**config.mk**
```make
export PLATFORM = sky130hd
export DESIGN_NAME = pc_fetch
export DESIGN_NICKNAME = d
export VERILOG_FILES = /design/src/rtl/pc_fetch.sv
export SDC_FILE = /design/constraint.sdc
export NUM_CORES = 1
export LEC_CHECK = 0
export CORE_MARGIN = 2
export CORE_UTILIZATION = 37
export DETAILED_ROUTE_END_ITERATION = 8
export PLACE_DENSITY = 0.77
export SLEW_MARGIN = 20
export SYNTH_ARGS = -nofsm -noshare
export SYNTH_HDL_FRONTEND = slang
export SYNTH_SLANG_ARGS = --single-unit
```
**constraint.sdc**
```tcl
create_clock -name clk -period 2.15 [get_ports clk]
set_clock_uncertainty 0.2 [all_clocks]
set_input_delay 0.215 -clock clk [delete_from_list [all_inputs] [get_ports clk]]
set_output_delay 0.215 -clock clk [all_outputs]
set_load 0.01 [all_outputs]
```
**src/rtl/pc_fetch.sv**
```systemverilog
// Program counter register and instruction-fetch sequencer.
// Holds the PC. Fetches the word at the PC over a req/gnt/rvalid handshake,
// presents it to decode, and loads npc_addr when the core retires the instruction.
module pc_fetch #(
  parameter logic [31:0] RESET_PC = 32'h0000_3000,
  parameter int unsigned CNT_W    = 32
) (
  input  logic             clk,
  input  logic             rst,
  input  logic [31:0]      npc_addr,
  input  logic             advance,
  output logic [31:0]      pc_addr,
  output logic             imem_req,
  output logic [31:0]      imem_addr,
  input  logic             imem_gnt,
  input  logic             imem_rvalid,
  input  logic [31:0]      imem_rdata,
  output logic [31:0]      inst,
  output logic             inst_valid,
  output logic             misalign,
  output logic [CNT_W-1:0] fetch_cnt
);

  typedef enum logic [2:0] {
    S_IDLE  = 3'd0,
    S_REQ   = 3'd1,
    S_WAIT  = 3'd2,
    S_VALID = 3'd3,
    S_ERR   = 3'd4
  } state_e;

  state_e            state_q, state_d;
  logic [31:0]       pc_q, pc_d;
  logic [31:0]       inst_q, inst_d;
  logic              inst_valid_q, inst_valid_d;
  logic              misalign_q, misalign_d;
  logic [CNT_W-1:0]  fetch_cnt_q, fetch_cnt_d;

  // State and datapath registers; synchronous reset has priority.
  always_ff @(posedge clk) begin
    if (rst) begin
      state_q      <= S_IDLE;
      pc_q         <= RESET_PC;
      inst_q       <= 32'h0;
      inst_valid_q <= 1'b0;
      misalign_q   <= 1'b0;
      fetch_cnt_q  <= '0;
    end else begin
      state_q      <= state_d;
      pc_q         <= pc_d;
      inst_q       <= inst_d;
      inst_valid_q <= inst_valid_d;
      misalign_q   <= misalign_d;
      fetch_cnt_q  <= fetch_cnt_d;
    end
  end

  // Next-state and next-datapath decode; inputs outside their state are ignored.
  always_comb begin
    state_d      = state_q;
    pc_d         = pc_q;
    inst_d       = inst_q;
    inst_valid_d = inst_valid_q;
    misalign_d   = misalign_q;
    fetch_cnt_d  = fetch_cnt_q;
    unique case (state_q)
      S_IDLE: state_d = S_REQ;
      S_REQ: begin
        if (imem_gnt) state_d = S_WAIT;
      end
      S_WAIT: begin
        if (imem_rvalid) begin
          inst_d       = imem_rdata;
          fetch_cnt_d  = fetch_cnt_q + CNT_W'(1);
          inst_valid_d = 1'b1;
          state_d      = S_VALID;
        end
      end
      S_VALID: begin
        if (advance) begin
          pc_d         = npc_addr;
          inst_valid_d = 1'b0;
          if (npc_addr[1:0] != 2'b00) begin
            misalign_d = 1'b1;
            state_d    = S_ERR;
          end else begin
            state_d    = S_REQ;
          end
        end
      end
      S_ERR: state_d = S_ERR;
      default: state_d = S_IDLE;
    endcase
  end

  // Request is decoded from state so the address is stable while the request waits for gnt.
  assign imem_req   = (state_q == S_REQ);
  assign imem_addr  = pc_q;

  assign pc_addr    = pc_q;
  assign inst       = inst_q;
  assign inst_valid = inst_valid_q;
  assign misalign   = misalign_q;
  assign fetch_cnt  = fetch_cnt_q;

endmodule

```
* Yosys cells after proc, flatten, opt, wreduce, memory -nomap -nowiden
Index checks and enable logic that the tools add are counted.
Storage, ports and cells: register bits after elaboration 101, bits in latches 0, RAM bits 0, bits in read-only memories 0, input port bits 69, memories kept 0
Operators by class: add/subtract/negate cells 1, multiply operators 0, divide/modulo/power cells 0, magnitude comparators 0, eq/ne operators 7, shift-type cells 0, multiplexer cells 8, bitwise operators 0, reductions and logical operators 8
Operators with widths (number):
- $add A32 B1 Y32 const B | 1
- $pmux W3 S5 | 1
- $mux W3 | 4
- $reduce_and A3 Y1 | 3
- $eq A3 B2 Y1 const B | 2
- $ne A2 B2 Y1 const B | 2
- $reduce_and A2 Y1 | 2
- $reduce_bool A2 Y1 | 2
- $eq A3 B1 Y1 const B | 1
- $eq A3 B3 Y1 const B | 1
- $logic_not A3 Y1 | 1
- $mux W1 | 2
- $ne A2 B1 Y1 const B | 1
- $pmux W1 S2 | 1

* Logic depth before layout (Yosys ltp)
word-level depth 4, mapped depth 7

* Least setup slack after synthesis
OpenSTA, ideal clock, no wires.
kind register to register, from register state_q[2], to register fetch_cnt_q[25] (netlist: fetch_cnt[25]), library setup time 0.070 ns, arrival 1.907 ns, path slack -0.027 ns, stages on the path, launching flop included 8, path buffers 3, path through dfxtp_1 -> buf_6 -> nand4bb_1 -> buf_2 -> or4b_4 -> buf_6 -> or4_1 -> a21oi_1
On the way: cells in the longest elaborated chain, start to end 2
RTL lines:
- start: declaration | RTL line 32 | state_e state_q, state_d;
- start signal: assignment | RTL line 49 | state_q <= state_d;
- $eq A3 B2 Y1 | RTL line 66 | unique case (state_q)
- $reduce_and A2 Y1 (no source line)
- end signal: assignment | RTL line 54 | fetch_cnt_q <= fetch_cnt_d;
- end: declaration | RTL line 37 | logic [CNT_W-1:0] fetch_cnt_q, fetch_cnt_d;
No other way between the ends. A chain may end at the register's enable or synchronous reset.

* Final worst setup path
from register fetch_cnt_q[8] (netlist: fetch_cnt[8]), to register fetch_cnt_q[27] (netlist: fetch_cnt[27])
On the way: cells in the longest elaborated chain, start to end 1
RTL lines:
- $add A32 B1 Y32 | RTL line 74 | fetch_cnt_d = fetch_cnt_q + CNT_W'(1);
No other way between the ends.

==> impl_results.md <==
- Post-synthesis sequential area ratio: 0.484
- # clock sinks: 101
- Post-synthesis net count: slightly below 600
- CP endpoint kind: flop
- Max_slew headroom: 0.579
- CTS Buf Count: 9
- Layout Nets: about 770
- Top_reg_cell synth: dfxtp_1
- Routed WL: 12,000 um
- Power density over the cells: around 580 nW/um2
- VDD IR-drop max: roughly 0.00039 V
- Slew @ Worst Pin: 0.631 ns
- Clock slew at reported path FFs: approximately 0.070 ns
- Status: complete, no violations
- Synth top area share: 0.484
- CTS Hold Bufs: 0
- Dpl hpwl: 8810 um
- Share of layout cells above drive strength 1: 0.0967
- Antenna-violating nets left: 0
- Total number of vias: 4,184
- Met2 usage: 0.370
- Leakage Power: 0.00221 uW
- Met1 Track Usage GR: 0.204
- Antenna cells: 0
- Post-synth EDFFs: 0
- Avg Vias per Cell: between 4 and 5
- Fill cells: 964
- Number of max-cap violations: 0
- Global-route wire length before repair: 18,500 um
- CTS max path bufs: 2
- CP Data Required Time: 2.21 ns
- WS Path Type: reg2reg
- Final setup vio count: 0
- Synth cell count leaders: nand2_1 (144), dfxtp_1 (101), a21oi_1 (90), buf_4 (32), clkbuf_1 (30)
- Worst EP arrival: 2.20 ns
- RSZ-0062 raised after global routing: yes
- Total Die Area: 12,100 um2
- Min-Delay Path Class: in2reg
- Placer Congestion: 0.789
- Vias in the first global route: a little over 4,000
- Root buf cell: clkbuf_16
- Number of detailed-route iterations in the first pass: 4
- Fmax: approximately 470 MHz
- Synth cell types: 33
- Cell Count, Final, Fillers Out: 843
- Final hold violation count: 0
- Site Rows: 38
- IO buf count: 199
- Met3 usage: 0.0511
- Initial antenna violation count: 0
- Routed length per instance: 14.2 um
- Leading area contributor after synthesis: dfxtp_1
- Grt ovf: 0
- Critical Path Source Type: flop
- Die height: ~110 um
- Max-slew violations: 0
- Post-Syn Instances: 518
- Largest net degree at the start of global routing: between 50 and 60
- # IOs: 200
- Number of synthesis warnings: 0
- Synth area leaders: dfxtp_1 (48%), nand2_1 (13%), a21oi_1 (11%)
- CTS tree: yes
- Synth Register Bits: slightly above 100
- Tmin final: 2.14 ns
- Synth Area per Inst: 8.06 um2
- Initial Util: 0.382
- Grt peak-use layer: met2
- P&R area growth vs syn: 58.0%
- Ys async rst share: 0
- Drt drc: 0
- Inst Count DP: 824
- Share of the clock period used by the worst path: 0.994
- GRT Overall Usage: 0.194
- Most common cell in the synthesized netlist: nand2_1
- DR iter-0 viols: about 170
- Clk_lat worst skew: 0.33 ns
- Crit path max fanout: 22
- Max H-tree Level: 3
- Mapped cell area: 4170 um2
- Core region area: about 11,000 um2
- Setup TNS: 0 ns
- Die Width: 110 um
==> state kept, by name, indices dropped and copies added (netlist names) <==
signal and count:
inst_valid 1, fetch_cnt 32, inst 32, state_q 3, misalign 1, imem_addr 32
==> critical path, cell delays in order (launching register included) <==
cell and delay (ns):
dfxtp_1 0.34, nand4_1 0.16, or4_4 0.52, buf_8 0.17, or4_1 0.52, a21oi_2 0.15
==> per-stage QoR <==
step | hold WS [ns] | worst slack [ns] | power (uW) | cell area [um2] | util
6_report | 0.148 | 0.0134 | 3850 | 6600 | 0.603
5_1_grt | 0.209 | -0.0348 | 3990 | 6600 | 0.603
4_1_cts | 0.178 | 0.0116 | 3890 | 6570 | 0.601
3_5_place_dp | 0.247 | -0.315 | 2300 | 6250 | 0.571
3_3_place_gp | 0.238 | -0.209 | 2300 | 6250 | 0.571
2_1_floorplan | 0.139 | -0.0123 | 2080 | 4180 | -
==> kinds of logic after synthesis <==
kind of cell	Yosys count	share of synthesized area
simple gates	218	0.246
fa+ha+maj	1	0.00300
compound gates	116	0.150
buf+inv	74	0.0998
xor+xnor	8	0.0168
flops	101	0.484
==> worst paths after layout <==
| kind | from | to | slack, ns | cells after the start |
|---|---|---|---|---|
| setup / recovery | fetch_cnt[8]$_SDFFE_PP0P_ | fetch_cnt[27]$_SDFFE_PP0P_ | 0.01 | 5 |
| hold / removal | imem_rvalid | state_q[0]$_SDFFE_PP0P_ | 0.15 | 3 |
| setup reg to reg | fetch_cnt[8]$_SDFFE_PP0P_ | fetch_cnt[27]$_SDFFE_PP0P_ | 0.01 | 5 |
| hold reg to reg | inst[2]$_SDFFE_PP0P_ | inst[2]$_SDFFE_PP0P_ | 0.25 | 2 |
==> layout make-up <==
cell class	count	area (um2)	share of cell area
clock inverters	3	17.5	0.00266
flip-flops and latches	101	2030	0.307
multi-input cells	343	1770	0.269
repair buffers	238	2300	0.349
clock buffers	13	280	0.0425
inverters	5	18.8	0.00285
well taps	140	175	0.0266
==> per-layer routing <==
layer,part of all wire,wire (um)
met1,0.39,4720
met2,0.52,6230
met3,0.077,923
met4,0.010,125
met5,0,0
==> power breakdown <==
group	switching, uW	leakage [uW]	internal (uW)
Sequential	18.1	0.000817	1900
Clock	678	0.000148	908
Combinational	136	0.00125	207
==> placed cells by master (no fill, tap or decap), types with 6 or more instances in the layout <==
cell / instances
nand3_1: 9
nand2_1: 144
clkbuf_16: 9
o31ai_1: 16
buf_4: 38
or4_1: 17
clkdlybuf4s50_1: 197
o21ai_0: 7
nand4_1: 10
nor2_1: 11
dfxtp_1: 97
or3_1: 6
a21oi_1: 89
==> timing repair <==
action	CTS	global route
setup buffers	2	1
pin swaps	2	6
gates resized for setup	3	6
setup endpoints to repair	9	13
No activity file was read; power rests on OpenSTA's default activity.
